[config.mk]
export PLATFORM = sky130hd
export DESIGN_NAME = disc_op_sequencer
export DESIGN_NICKNAME = d
export VERILOG_FILES = /design/src/rtl/disc_op_sequencer.sv
export SDC_FILE = /design/constraint.sdc
export NUM_CORES = 1
export LEC_CHECK = 0
export CAP_MARGIN = 0
export CORE_ASPECT_RATIO = 1.25
export CORE_MARGIN = 2
export CORE_UTILIZATION = 30
export CTS_CLUSTER_DIAMETER = 80
export DETAILED_ROUTE_END_ITERATION = 8
export SLEW_MARGIN = 20
export SYNTH_ARGS = -nofsm -noshare
export SYNTH_HDL_FRONTEND = slang
export SYNTH_SLANG_ARGS = --single-unit
[constraint.sdc]
create_clock -name SIM_CLK -period 4.7 [get_ports SIM_CLK]
set_input_delay 0.47 -clock SIM_CLK [delete_from_list [all_inputs] [get_ports SIM_CLK]]
set_output_delay 0.47 -clock SIM_CLK [all_outputs]
set_load 0.02 [all_outputs]
[src/rtl/disc_op_sequencer.sv]
// -----------------------------------------------------------------------------
// disc_op_sequencer
//
// Sequences writes into the 13 discrete-output set/reset latches. Requesters
// post (register index, set/clear) commands into a small FIFO. For each
// command the block raises a one-hot select and waits SETUP_CYC clocks. It
// then drives a DOS (set) or DOR (reset) strobe for STROBE_CYC clocks and
// holds the select for HOLD_CYC clocks. A shadow copy of all 13 latch states
// is kept for readback.
//
// Handshake: a command transfers on a rising edge where CMD_VALID and
// CMD_READY are both high. CMD_READY depends only on registered state.
// Offering an index outside 1..13 consumes the offer without queuing it and
// pulses ERR on the following cycle.
//
// Ports
//   SIM_CLK    in   sole clock, rising edge
//   SIM_RST    in   asynchronous active-low reset
//   TICK       in   one-clock word-time pulse; a command only starts on TICK
//   CMD_VALID  in   command offered
//   CMD_ADDR   in   [3:0] register index, 1..13 valid
//   CMD_SET    in   1 = set (DOS), 0 = reset (DOR)
//   CMD_READY  out  FIFO not full
//   SEL        out  [12:0] one-hot select, bit n-1 = DORn
//   DOS        out  set strobe
//   DOR        out  reset strobe
//   SHADOW     out  [12:0] current state of DOR1..DOR13
//   BUSY       out  FSM not idle or FIFO non-empty
//   ERR        out  one-clock pulse for an invalid index
//   DBG_STATE  out  [1:0] FSM state (0 IDLE, 1 SETUP, 2 STROBE, 3 HOLD)
// -----------------------------------------------------------------------------
module disc_op_sequencer #(
   parameter int FIFO_DEPTH = 4,
   parameter int SETUP_CYC  = 2,
   parameter int STROBE_CYC = 3,
   parameter int HOLD_CYC   = 1
) (
   input  logic        SIM_CLK,
   input  logic        SIM_RST,
   input  logic        TICK,
   input  logic        CMD_VALID,
   input  logic [3:0]  CMD_ADDR,
   input  logic        CMD_SET,
   output logic        CMD_READY,
   output logic [12:0] SEL,
   output logic        DOS,
   output logic        DOR,
   output logic [12:0] SHADOW,
   output logic        BUSY,
   output logic        ERR,
   output logic [1:0]  DBG_STATE
);

   localparam int PTR_W = $clog2(FIFO_DEPTH);
   localparam int CNT_W = PTR_W + 1;
   localparam int TMR_W = 8;

   localparam logic [CNT_W-1:0] DEPTH_C   = CNT_W'(FIFO_DEPTH);
   localparam logic [TMR_W-1:0] SETUP_LD  = TMR_W'(SETUP_CYC - 1);
   localparam logic [TMR_W-1:0] STROBE_LD = TMR_W'(STROBE_CYC - 1);
   // Only loaded when HOLD_CYC > 0; guarded so it never wraps negative.
   localparam logic [TMR_W-1:0] HOLD_LD   = TMR_W'((HOLD_CYC > 0) ? HOLD_CYC - 1 : 0);

   typedef enum logic [1:0] {
      S_IDLE   = 2'd0,
      S_SETUP  = 2'd1,
      S_STROBE = 2'd2,
      S_HOLD   = 2'd3
   } state_t;

   // ---------------------------------------------------------------- FIFO
   logic [4:0]       mem_q [FIFO_DEPTH];   // {set, addr}
   logic [PTR_W-1:0] wr_ptr_q, wr_ptr_d;
   logic [PTR_W-1:0] rd_ptr_q, rd_ptr_d;
   logic [CNT_W-1:0] count_q, count_d;
   logic             ready_q, ready_d;

   logic       addr_ok;
   logic       accept;
   logic       push;
   logic       pop;
   logic [4:0] head;
   logic [12:0] head_sel;

   // ---------------------------------------------------------------- FSM
   state_t           state_q, state_d;
   logic [TMR_W-1:0] tmr_q, tmr_d;

   // ------------------------------------------------------------ outputs
   logic [12:0] sel_q, sel_d;
   logic        dos_q, dos_d;
   logic        dor_q, dor_d;
   logic [12:0] shadow_q, shadow_d;
   logic        busy_q, busy_d;
   logic        err_q, err_d;
   logic        cur_set_q, cur_set_d;

   assign addr_ok  = (CMD_ADDR != 4'd0) && (CMD_ADDR <= 4'd13);
   assign accept   = CMD_VALID & ready_q;
   assign push     = accept & addr_ok;
   assign pop      = (state_q == S_IDLE) & TICK & (count_q != '0);
   assign head     = mem_q[rd_ptr_q];
   assign head_sel = 13'd1 << (head[3:0] - 4'd1);

   always_comb begin
      wr_ptr_d = wr_ptr_q;
      rd_ptr_d = rd_ptr_q;
      count_d  = count_q;
      if (push) wr_ptr_d = wr_ptr_q + PTR_W'(1);
      if (pop)  rd_ptr_d = rd_ptr_q + PTR_W'(1);
      case ({push, pop})
         2'b10:   count_d = count_q + CNT_W'(1);
         2'b01:   count_d = count_q - CNT_W'(1);
         default: count_d = count_q;
      endcase
      ready_d = (count_d < DEPTH_C);
   end

   // Storage has no reset; validity is tracked by the pointers and count.
   always_ff @(posedge SIM_CLK) begin
      if (push) mem_q[wr_ptr_q] <= {CMD_SET, CMD_ADDR};
   end

   // ------------------------------------------------ FSM: state register
   always_ff @(posedge SIM_CLK or negedge SIM_RST) begin
      if (!SIM_RST) begin
         state_q <= S_IDLE;
         tmr_q   <= '0;
      end else begin
         state_q <= state_d;
         tmr_q   <= tmr_d;
      end
   end

   // ------------------------------------------------ FSM: next state
   // One down-counter times all three phases; each phase lasts load+1 clocks.
   always_comb begin
      state_d = state_q;
      tmr_d   = tmr_q;
      case (state_q)
         S_IDLE: begin
            if (pop) begin
               state_d = S_SETUP;
               tmr_d   = SETUP_LD;
            end
         end
         S_SETUP: begin
            if (tmr_q == '0) begin
               state_d = S_STROBE;
               tmr_d   = STROBE_LD;
            end else begin
               tmr_d = tmr_q - TMR_W'(1);
            end
         end
         S_STROBE: begin
            if (tmr_q == '0) begin
               if (HOLD_CYC > 0) begin
                  state_d = S_HOLD;
                  tmr_d   = HOLD_LD;
               end else begin
                  state_d = S_IDLE;
               end
            end else begin
               tmr_d = tmr_q - TMR_W'(1);
            end
         end
         S_HOLD: begin
            if (tmr_q == '0) state_d = S_IDLE;
            else             tmr_d   = tmr_q - TMR_W'(1);
         end
         default: state_d = S_IDLE;
      endcase
   end

   // ------------------------------------------------ FSM: outputs
   always_comb begin
      sel_d     = sel_q;
      dos_d     = dos_q;
      dor_d     = dor_q;
      shadow_d  = shadow_q;
      cur_set_d = cur_set_q;
      case (state_q)
         S_IDLE: begin
            if (pop) begin
               sel_d     = head_sel;
               cur_set_d = head[4];
            end
         end
         S_SETUP: begin
            if (tmr_q == '0) begin
               dos_d = cur_set_q;
               dor_d = ~cur_set_q;
            end
         end
         S_STROBE: begin
            if (tmr_q == '0) begin
               dos_d = 1'b0;
               dor_d = 1'b0;
               // SEL is one-hot for the active command, so it doubles as
               // the bit mask for the shadow update.
               shadow_d = cur_set_q ? (shadow_q | sel_q) : (shadow_q & ~sel_q);
               if (HOLD_CYC == 0) sel_d = '0;
            end
         end
         S_HOLD: begin
            if (tmr_q == '0) sel_d = '0;
         end
         default: begin
            sel_d = '0;
            dos_d = 1'b0;
            dor_d = 1'b0;
         end
      endcase
      busy_d = (state_d != S_IDLE) || (count_d != '0);
      err_d  = accept & ~addr_ok;
   end

   always_ff @(posedge SIM_CLK or negedge SIM_RST) begin
      if (!SIM_RST) begin
         wr_ptr_q  <= '0;
         rd_ptr_q  <= '0;
         count_q   <= '0;
         ready_q   <= 1'b1;
         sel_q     <= '0;
         dos_q     <= 1'b0;
         dor_q     <= 1'b0;
         shadow_q  <= '0;
         busy_q    <= 1'b0;
         err_q     <= 1'b0;
         cur_set_q <= 1'b0;
      end else begin
         wr_ptr_q  <= wr_ptr_d;
         rd_ptr_q  <= rd_ptr_d;
         count_q   <= count_d;
         ready_q   <= ready_d;
         sel_q     <= sel_d;
         dos_q     <= dos_d;
         dor_q     <= dor_d;
         shadow_q  <= shadow_d;
         busy_q    <= busy_d;
         err_q     <= err_d;
         cur_set_q <= cur_set_d;
      end
   end

   assign CMD_READY = ready_q;
   assign SEL       = sel_q;
   assign DOS       = dos_q;
   assign DOR       = dor_q;
   assign SHADOW    = shadow_q;
   assign BUSY      = busy_q;
   assign ERR       = err_q;
   assign DBG_STATE = state_q;

endmodule
==> results.sh, run 1 <==
export IMPL_p_int_mw=1.97
export IMPL_cts_buffers_inserted=9
export IMPL_finalWeightedCongestion=0.782
export IMPL_switchingPower_mw=1.25
export IMPL_ys_ff_latch=69
export IMPL_ys_top_cells_by_area="dfrtp_1, edfxtp_1, ha_1"
export IMPL_place_ws_ns=1.57
export IMPL_cp_start_kind="primary input"
export IMPL_grt_first_pass_wirelength_um=12000
export IMPL_root_buffer="clkbuf_16"
export IMPL_maxCapViolations=0
export IMPL_fp_coreArea_um2=10700
export IMPL_synth_common_cells="dfrtp_1, edfxtp_1, nand2_1"
export IMPL_drive_above_1_share_pct=16.2
export IMPL_track_usage_pct=12.7
export IMPL_diodes=0
export IMPL_crit_required_ns=4.89
export IMPL_rows=42
export IMPL_setup_violations=0
export IMPL_clock_path_buffers=2
export IMPL_worst_skew_pair_late_latency_ns=0.33
export IMPL_vdd_ir_drop_max_mv=0.244
export IMPL_p_per_area_nw_per_um2=779
export IMPL_tightestPinTransition_ns=0.680
export IMPL_dpl_hpwl_um=4920
export IMPL_min_period_ns=2.74
export IMPL_status="completed"
export IMPL_finalClockSkew_ns=0.00689
export IMPL_hold_viol_final=0
export IMPL_path_max_fanout=7
export IMPL_ys_seq_area_share_pct=55.3
export IMPL_whs_ns=0.242
export IMPL_die_y_um=121
export IMPL_ctsResizeCount=0
export IMPL_reg2regPathDepth=11
export IMPL_syn_area_um2=3300
export IMPL_cp_end_kind="flop"
export IMPL_drc=0
export IMPL_port_buffers=41
export IMPL_ctsHoldBuffers=0
export IMPL_sw_frac_of_total_pct=38.9
export IMPL_pwr_share_comb_pct=44.6
export IMPL_setup_tns_ns=0
export IMPL_syn_nets=275
export IMPL_synth_enable_flop_cells=20
export IMPL_globalRouteOverflowTotal=0
export IMPL_min_path_type="in2async"
export IMPL_yosysWarnings=0
export IMPL_num_vias=2171
export IMPL_rsz0062_at_grt="false"
export IMPL_crit_type="in2reg"
export IMPL_initial_utilization_pct=31.0
export IMPL_nNetsFinal=319
export IMPL_cts_max_level=3
export IMPL_slew_headroom_pct=54.3
export IMPL_ios=42
export IMPL_area_delta_synth_final_pct=25.3
export IMPL_cp_arrival_ns=2.93
export IMPL_ant_nets=0
export IMPL_grt_pass1_vias=2292
export IMPL_timing_rr_start="DBG_STATE[0]"
export IMPL_antenna_found_initial=0
export IMPL_synth_area_leader_cell="dfrtp_1"
export IMPL_finalPower_mw=3.23
export IMPL_firstDrtPassIters=5
export IMPL_reg2reg_slack_ns=2.10
export IMPL_synth_top_area_share_pct=36.4
export IMPL_grt_max_degree=50
export IMPL_synth_cell_types=62
export IMPL_fp_dieArea_um2=11900
export IMPL_die_x_um=97.9
export IMPL_ys_flop_type="dfrtp_1"
export IMPL_fin_ws_ns=1.96
export IMPL_max_freq_mhz=365
export IMPL_syn_area_per_cell_um2=13.1
export IMPL_drv_slew=0
export IMPL_synthCells=253
export IMPL_cts_sinks=69
export IMPL_r2r_end="BUSY"
export IMPL_viasPerCell=5.00
export IMPL_yosysMostFrequentCell="dfrtp_1"
export IMPL_p_seq_share_pct=33.1
export IMPL_pwr_share_clk_pct=22.3
export IMPL_synthArstFlopShare_pct=71.0
export IMPL_cts_tree="done"
export IMPL_drtIter0Drc=105
export IMPL_path_clk_slew_ns=0.06
export IMPL_wl_um=7060
export IMPL_wire_per_inst_um=16.3
export IMPL_post_route_period_util_pct=58.2
export IMPL_power_leakage_nw=1.73
export IMPL_post_cts_buffers=0
critical path, stage by stage:
cell and delay [ns]:
clkdlybuf4s50_1 0.51, nor4_1 0.30, a31oi_1 0.09, and3_1 0.28, inv_1 0.08, ha_1 0.17
inv_1 0.06, fa_1 0.37, xor2_1 0.14, nor2_1 0.06, xnor2_1 0.25, nand4bb_1 0.14
metrics by stage:
step	cells	utilization, %	cell area [µm²]
final	434	38.8	4140
after global routing	434	38.8	4140
after CTS	434	38.8	4140
after detailed placement	418	35.8	3820
after global placement	418	35.8	3820
after floorplan	253	-	3300
layout by cell type, fill, tap and decap left out, types with 4 or more instances in the layout:
| cell | n |
|---|---|
| inv_1 | 15 |
| o21ai_0 | 8 |
| nor2_1 | 11 |
| xnor2_1 | 5 |
| mux2_4 | 10 |
| nor3_1 | 5 |
| a21oi_1 | 4 |
| ha_1 | 12 |
| dfrtp_1 | 48 |
| nand2_1 | 17 |
| nor2b_1 | 5 |
| a22o_1 | 15 |
| clkbuf_16 | 9 |
| and2_1 | 6 |
| edfxtp_1 | 20 |
| mux4_2 | 5 |
| clkdlybuf4s50_1 | 40 |
power groups by stage:
stage / Clock [mW] / Sequential, mW / Combinational [mW]
floorplan: 0 / 1.14 / 0.888
global placement: 0 / 1.08 / 1.42
detailed placement: 0 / 1.08 / 1.44
CTS: 0.730 / 1.07 / 1.45
global route: 0.758 / 1.10 / 1.57
finish: 0.719 / 1.07 / 1.44
worst max-delay path by stage:
stage	from	endpoint	slack, ns	depth (start not counted)
5_1_grt	CMD_ADDR[1]	BUSY	1.74	12
6_report	CMD_ADDR[1]	BUSY	1.96	12
4_1_cts	CMD_ADDR[1]	BUSY	1.89	12
3_3_place_gp	CMD_ADDR[1]	BUSY	1.71	12
3_5_place_dp	CMD_ADDR[1]	BUSY	1.57	12
2_1_floorplan	DBG_STATE[0]	BUSY	2.30	11
cells by family after synthesis:
logic type / count (synthesis) / share of synthesized area, %
compound gates: 53 / 13.3
flops: 69 / 55.3
mux: 20 / 9.62
buf+inv: 25 / 3.56
fa+ha+maj: 13 / 5.15
xor+xnor: 6 / 1.59
simple gates: 67 / 11.4
metal layers:
metal | part of all wire [%] | wire length (µm) | track usage (%) | vias up
met3 | 3.9 | 276 | 2.82 | 12
met2 | 49 | 3450 | 20.2 | 52
met1 | 45 | 3190 | 16.5 | 1080
met5 | 0 | 0 | 0 | -
met4 | 2.0 | 138 | 5.73 | 0
li1 | - | - | - | 1027
layout make-up:
| type | count | area [µm²] |
|---|---|---|
| Timing Repair Buffer | 42 | 413 |
| Inverter | 16 | 60.1 |
| Clock inverter | 6 | 87.6 |
| Clock buffer | 10 | 229 |
| Multi-Input combinational cell | 159 | 1360 |
| Fill cell | 1008 | 6530 |
| Sequential cell | 69 | 1830 |
| Tap cell | 132 | 165 |
(Power assumes the default switching activity.)
==> inputs of run 2 (changes only) <==
==> constraint.sdc (replaced) <==
create_clock -name SIM_CLK -period 2.8 [get_ports SIM_CLK]
set_input_delay 0.28 -clock SIM_CLK [delete_from_list [all_inputs] [get_ports SIM_CLK]]
set_output_delay 0.28 -clock SIM_CLK [all_outputs]
set_load 0.02 [all_outputs]
==> results.sh, run 2 (synthesized netlist as in run 1, its figures left out) <==
export IMPL_status="completed"
export IMPL_p_per_area_nw_per_um2=1270
export IMPL_dpl_hpwl_um=5040
export IMPL_grt_max_degree=30
export IMPL_grt_pass1_vias=2272
export IMPL_num_vias=2214
export IMPL_reg2reg_slack_ns=0.32
export IMPL_vdd_ir_drop_max_mv=0.370
export IMPL_grt_first_pass_wirelength_um=11800
export IMPL_worst_skew_pair_late_latency_ns=0.33
export IMPL_fp_dieArea_um2=11900
export IMPL_power_leakage_nw=1.73
export IMPL_fp_coreArea_um2=10700
export IMPL_hold_viol_final=0
export IMPL_firstDrtPassIters=4
export IMPL_wire_per_inst_um=15.9
export IMPL_path_max_fanout=5
export IMPL_tightestPinTransition_ns=0.697
export IMPL_layout_commonest_cell="dfrtp_1"
export IMPL_ctsResizeCount=0
export IMPL_viasPerCell=5.03
export IMPL_cp_arrival_ns=2.67
export IMPL_globalRouteOverflowTotal=0
export IMPL_fin_area_um2=4150
export IMPL_dpl_cell_area_um2=3860
export IMPL_drv_slew=0
export IMPL_antenna_found_initial=0
export IMPL_drc=0
export IMPL_clock_path_buffers=2
export IMPL_rsz0062_at_grt="false"
export IMPL_path_clk_slew_ns=0.06
export IMPL_port_buffers=41
export IMPL_min_period_ns=2.48
export IMPL_maxCapViolations=0
export IMPL_whs_ns=0.449
export IMPL_crit_required_ns=2.99
export IMPL_wl_um=7000
export IMPL_die_y_um=121
export IMPL_slew_headroom_pct=53.1
export IMPL_ios=42
export IMPL_initial_utilization_pct=31.0
export IMPL_root_buffer="clkbuf_16"
export IMPL_finalWeightedCongestion=0.826
export IMPL_crit_type="reg2reg"
export IMPL_setup_tns_ns=0
export IMPL_min_path_type="in2async"
export IMPL_cts_max_level=3
export IMPL_mostFrequentLayoutCells="dfrtp_1, clkdlybuf4s50_1, edfxtp_1, nand2_1"
export IMPL_rows=42
export IMPL_cp_start_kind="flop"
export IMPL_cts_sinks=69
export IMPL_nFillCells=1010
export IMPL_finalClockSkew_ns=0.00587
export IMPL_area_delta_synth_final_pct=25.6
export IMPL_track_usage_pct=12.6
export IMPL_max_freq_mhz=403
export IMPL_ant_nets=0
export IMPL_cts_tree="done"
export IMPL_cts_buffers_inserted=9
export IMPL_nNetsFinal=325
export IMPL_drive_above_1_share_pct=17.9
export IMPL_post_route_period_util_pct=88.6
export IMPL_diodes=0
export IMPL_setup_violations=0
export IMPL_die_x_um=97.9
export IMPL_cp_end_kind="flop"
export IMPL_drtIter0Drc=115
==> run 2: cell types whose count changed in the layout (fill, tap and decap cells not counted), sizes merged <==
cell | before | now
clkbuf | 10 | 9
dlygate4sd3 | 0 | 1
clkinvlp | 1 | 2
buf | 2 | 7
clkinv | 2 | 4
bufinv | 2 | 0
==> run 2: report_power, final <==
| part | internal (mW) | switching (mW) | total (mW) | leakage, nW |
|---|---|---|---|---|
| sequential | 1.41 | 0.386 | 1.79 | 0.825 |
| clock | 0.601 | 0.427 | 1.03 | 0.132 |
| combinational | 1.14 | 1.29 | 2.43 | 0.776 |
| total | 3.15 | 2.11 | 5.25 | 1.73 |
==> run 2: final cells by class <==
cell class                      count  area [µm²]  area share [%]
Sequential cell                    69        1830            44.1
Multi-Input combinational cell    159        1360            32.7
Timing Repair Buffer               48         460            11.1
Clock buffer                        9         225            5.43
Tap cell                          132         165            3.98
Inverter                           16        60.1            1.45
Clock inverter                      7        51.3            1.24
==> run 2: repair_timing <==
item | 4_1_cts | 5_1_grt
hold endpoints to repair | 19 | 0
setup buffers | 0 | 0
hold buffers | 1 | 0
==> run 2: per-layer routing <==
metal / track usage [%] / vias to the layer above / routed length (µm)
met5: 0 / - / 0
met4: 5.73 / 0 / 164
met3: 2.36 / 13 / 243
met2: 20.8 / 56 / 3450
met1: 16.1 / 1106 / 3130
li1: - / 1039 / -
==> run 2: final timing paths <==
kind,depth (start not counted),to,from
worst min-delay path,2,asynchronous set/reset pin,SIM_RST
max in group asynchronous,3,asynchronous set/reset pin,SIM_RST
worst min register to register,1,flop,flop
worst max register to register,11,BUSY,DBG_STATE[0]
min in group SIM_CLK,1,flop,flop
worst max-delay path,11,BUSY,DBG_STATE[0]
==> run 2: per-stage QoR <==
step	total power [mW]	utilization (%)	setup WS [ns]	std cells
after detailed placement	4.24	36.2	0.000943	423
after CTS	5.30	38.9	0.283	440
final	5.25	38.9	0.319	440
after floorplan	3.41	-	0.398	253
after global routing	5.62	38.9	0.128	440
after global placement	4.20	36.2	0.116	423
==> run 2: critical path, stage by stage, from the launching register on <==
cell       delay, ns
dfrtp_1         0.43
inv_1           0.15
ha_1            0.29
o311ai_4        0.19
inv_2           0.09
ha_1            0.18
inv_1           0.06
fa_1            0.37
xor2_1          0.15
nor2_1          0.11
xnor2_1         0.18
nand4bb_1       0.14
==> RTL edit, RTL diff (settings of run 2) <==
The localparam `TMR_W` goes from 8 to 6.
--- a/src/rtl/disc_op_sequencer.sv
+++ b/src/rtl/disc_op_sequencer.sv
@@ -53,7 +53,7 @@
 
    localparam int PTR_W = $clog2(FIFO_DEPTH);
    localparam int CNT_W = PTR_W + 1;
-   localparam int TMR_W = 8;
+   localparam int TMR_W = 6;
 
    localparam logic [CNT_W-1:0] DEPTH_C   = CNT_W'(FIFO_DEPTH);
    localparam logic [TMR_W-1:0] SETUP_LD  = TMR_W'(SETUP_CYC - 1);
Behaviour: same outputs for any inputs over 10 cycles, from zero or initial values and one cycle with SIM_RST low; that may be too few to reach the edited logic, so the function may still have changed.
==> RTL edit against run 2 <==
  * Worst setup slack got worse by 0.16 ns
  * Combinational power decreased by 20%
  * Routed wire length fell by 12%
  * Power is 11% lower
  * Die area down 6.8%
  * Global-route usage is 0.65 points lower
  * Clock skew up 0.0051 ns
  * Area after synthesis shrank 7.0%
  * Cell area shrank 3.5%
  * Sequential cell count shrank 2
==> RTL edit: results (changes against run 2) <==
* Outcome: finished clean
* Detailed Place HPWL at 4.37 mm (-13%)
* Layout cell share with drive strength beyond 1 at 17.1% (-0.80 points)
* Vias in the first global route at 1927 (-15%)
* Static Leak at 1.66 nW (-4.0%)
* Syn Nets at 257 (-6.5%)
* FILL cells at 1014 (+0.40%)
* Final Routed Wirelength at 6.15 mm (-12%)
* Clock Tree Buf Depth at 2 (unchanged)
* RR Startpoint: DBG_STATE[1]$_DFF_PN0_
* Slew @ Worst Pin at 0.615 ns (-0.0818 ns)
* Largest net degree at the start of global routing at 48 (+60%)
* M1 GR Usage at 15.4% (-0.72 points)
* Post-Synth XOR/XNOR Area at 1.71% (+0.12 points)
* Post-synthesis adder-cell area fraction at 5.13% (-0.019 points)
* Slowest stage delay, CP at 0.46 ns (+0.03 ns)
* GRT met3 Usage at 3.78% (+1.4 points)
* Max VDD drop at 0.000450 V (+22%)
* Synth top cells by count: 46 x dfrtp_1, 24 x nand2_1, 20 x edfxtp_1, 18 x inv_1, 12 x a22o_1
* R2r worst-path depth at 10 (-1)
* Count of cell types in the netlist at 53 (-15%)
* Critical Path Start: CMD_ADDR[2]
* Sequential fraction of the synthesis area at 57.9% (+2.5 points)
* Worst EP arrival at 2.83 ns (+0.16 ns)
* Top post-synthesis cells by area: dfrtp_1 37%, edfxtp_1 20%, ha_1 4.5%, mux4_2 3.7%, a22o_1 3.4%
* Worst-skew pair later-pin latency at 0.32 ns
* Worst reg2reg setup slack at 0.22 ns (-0.10 ns)
* Placer Congestion at 0.840 (+1.7%)
* Final-stage net count at 315 (-3.1%)
* FFs w/ async S/R, synth at 70.1% (-0.87 points)
* M2 GR Usage at 19.1% (-1.7 points)
* Mux contribution to synthesized area at 9.12% (-0.50 points)
* Wire length of the first global-routing pass at 9.98 mm (-15%)
* Clk_skew at 0.0110 ns (+0.00509 ns)
* Vias per inst at 4.82 (-4.3%)
* Synth Area in Compound Gates at 12.1% (-1.2 points)
* Final Worst Setup Slack at 0.155 ns (-0.165 ns)
* Place WS at -0.207 ns (-0.208 ns)
RTL edit: stage by stage:
| stage | utilization, % | hold slack (ns) | area, µm² | std cells |
|---|---|---|---|---|
| 2_1_floorplan | - | -0.0156 | 3070 | 236 |
| 3_3_place_gp | 36.6 | 0.475 | 3680 | 410 |
| 3_5_place_dp | 36.6 | 0.481 | 3680 | 410 |
| 4_1_cts | 39.6 | 0.184 | 3980 | 426 |
| 5_1_grt | 39.8 | 0.495 | 4000 | 428 |
| 6_report | 39.8 | 0.487 | 4000 | 428 |
RTL edit: critical path: cells and delay by family:
family	cells	cell delay [ns]
buffers and inverters	3	0.54
and+or+nand+nor	4	1.18
adders and majority gates	2	0.62
AOI/OAI and AO/OA	2	0.21
RTL edit: cells by family after synthesis:
| group | after synthesis |
|---|---|
| and+or+nand+nor | 58 |
| AOI/OAI and AO/OA | 47 |
| xor gates and xnor gates | 6 |
| DFF | 67 |
| adders and majority gates | 12 |
| muxes | 20 |
| buffers and inverters | 26 |
RTL edit: where the power goes:
group          total (W)  internal [W]  switching, W
registers        0.00161       0.00131      0.000291
logic            0.00195      0.000945       0.00101
clock network    0.00111      0.000717      0.000395
RTL edit: worst max-delay path by stage:
stage and end:
4_1_cts BUSY$_DFF_PN0_, 2_1_floorplan BUSY$_DFF_PN0_, 3_3_place_gp BUSY$_DFF_PN0_, 6_report BUSY$_DFF_PN0_, 3_5_place_dp BUSY$_DFF_PN0_, 5_1_grt BUSY$_DFF_PN0_
RTL edit: per-layer routing:
metal / vias to the layer above / share of wire [%]
met1: 1026 / 45
met3: 5 / 3.5
met2: 41 / 50
li1: 990 / -
met5: - / 0
met4: 0 / 0.91
RTL edit: layout make-up:
class                      count  area share (%)
clock buffer                  13            6.25
clock inverter                 3            1.19
inverter                      18            1.69
multi-input combinational    143            29.6
sequential                    67            44.4
tap                          129            4.03
timing repair buffer          55            12.9
RTL edit: timing repair:
item	in CTS	in global routing
resized for setup	0	3
hold endpoints to repair	0	1
setup buffers	0	1
endpoints found under the setup margin	0	1
hold buffers	0	1
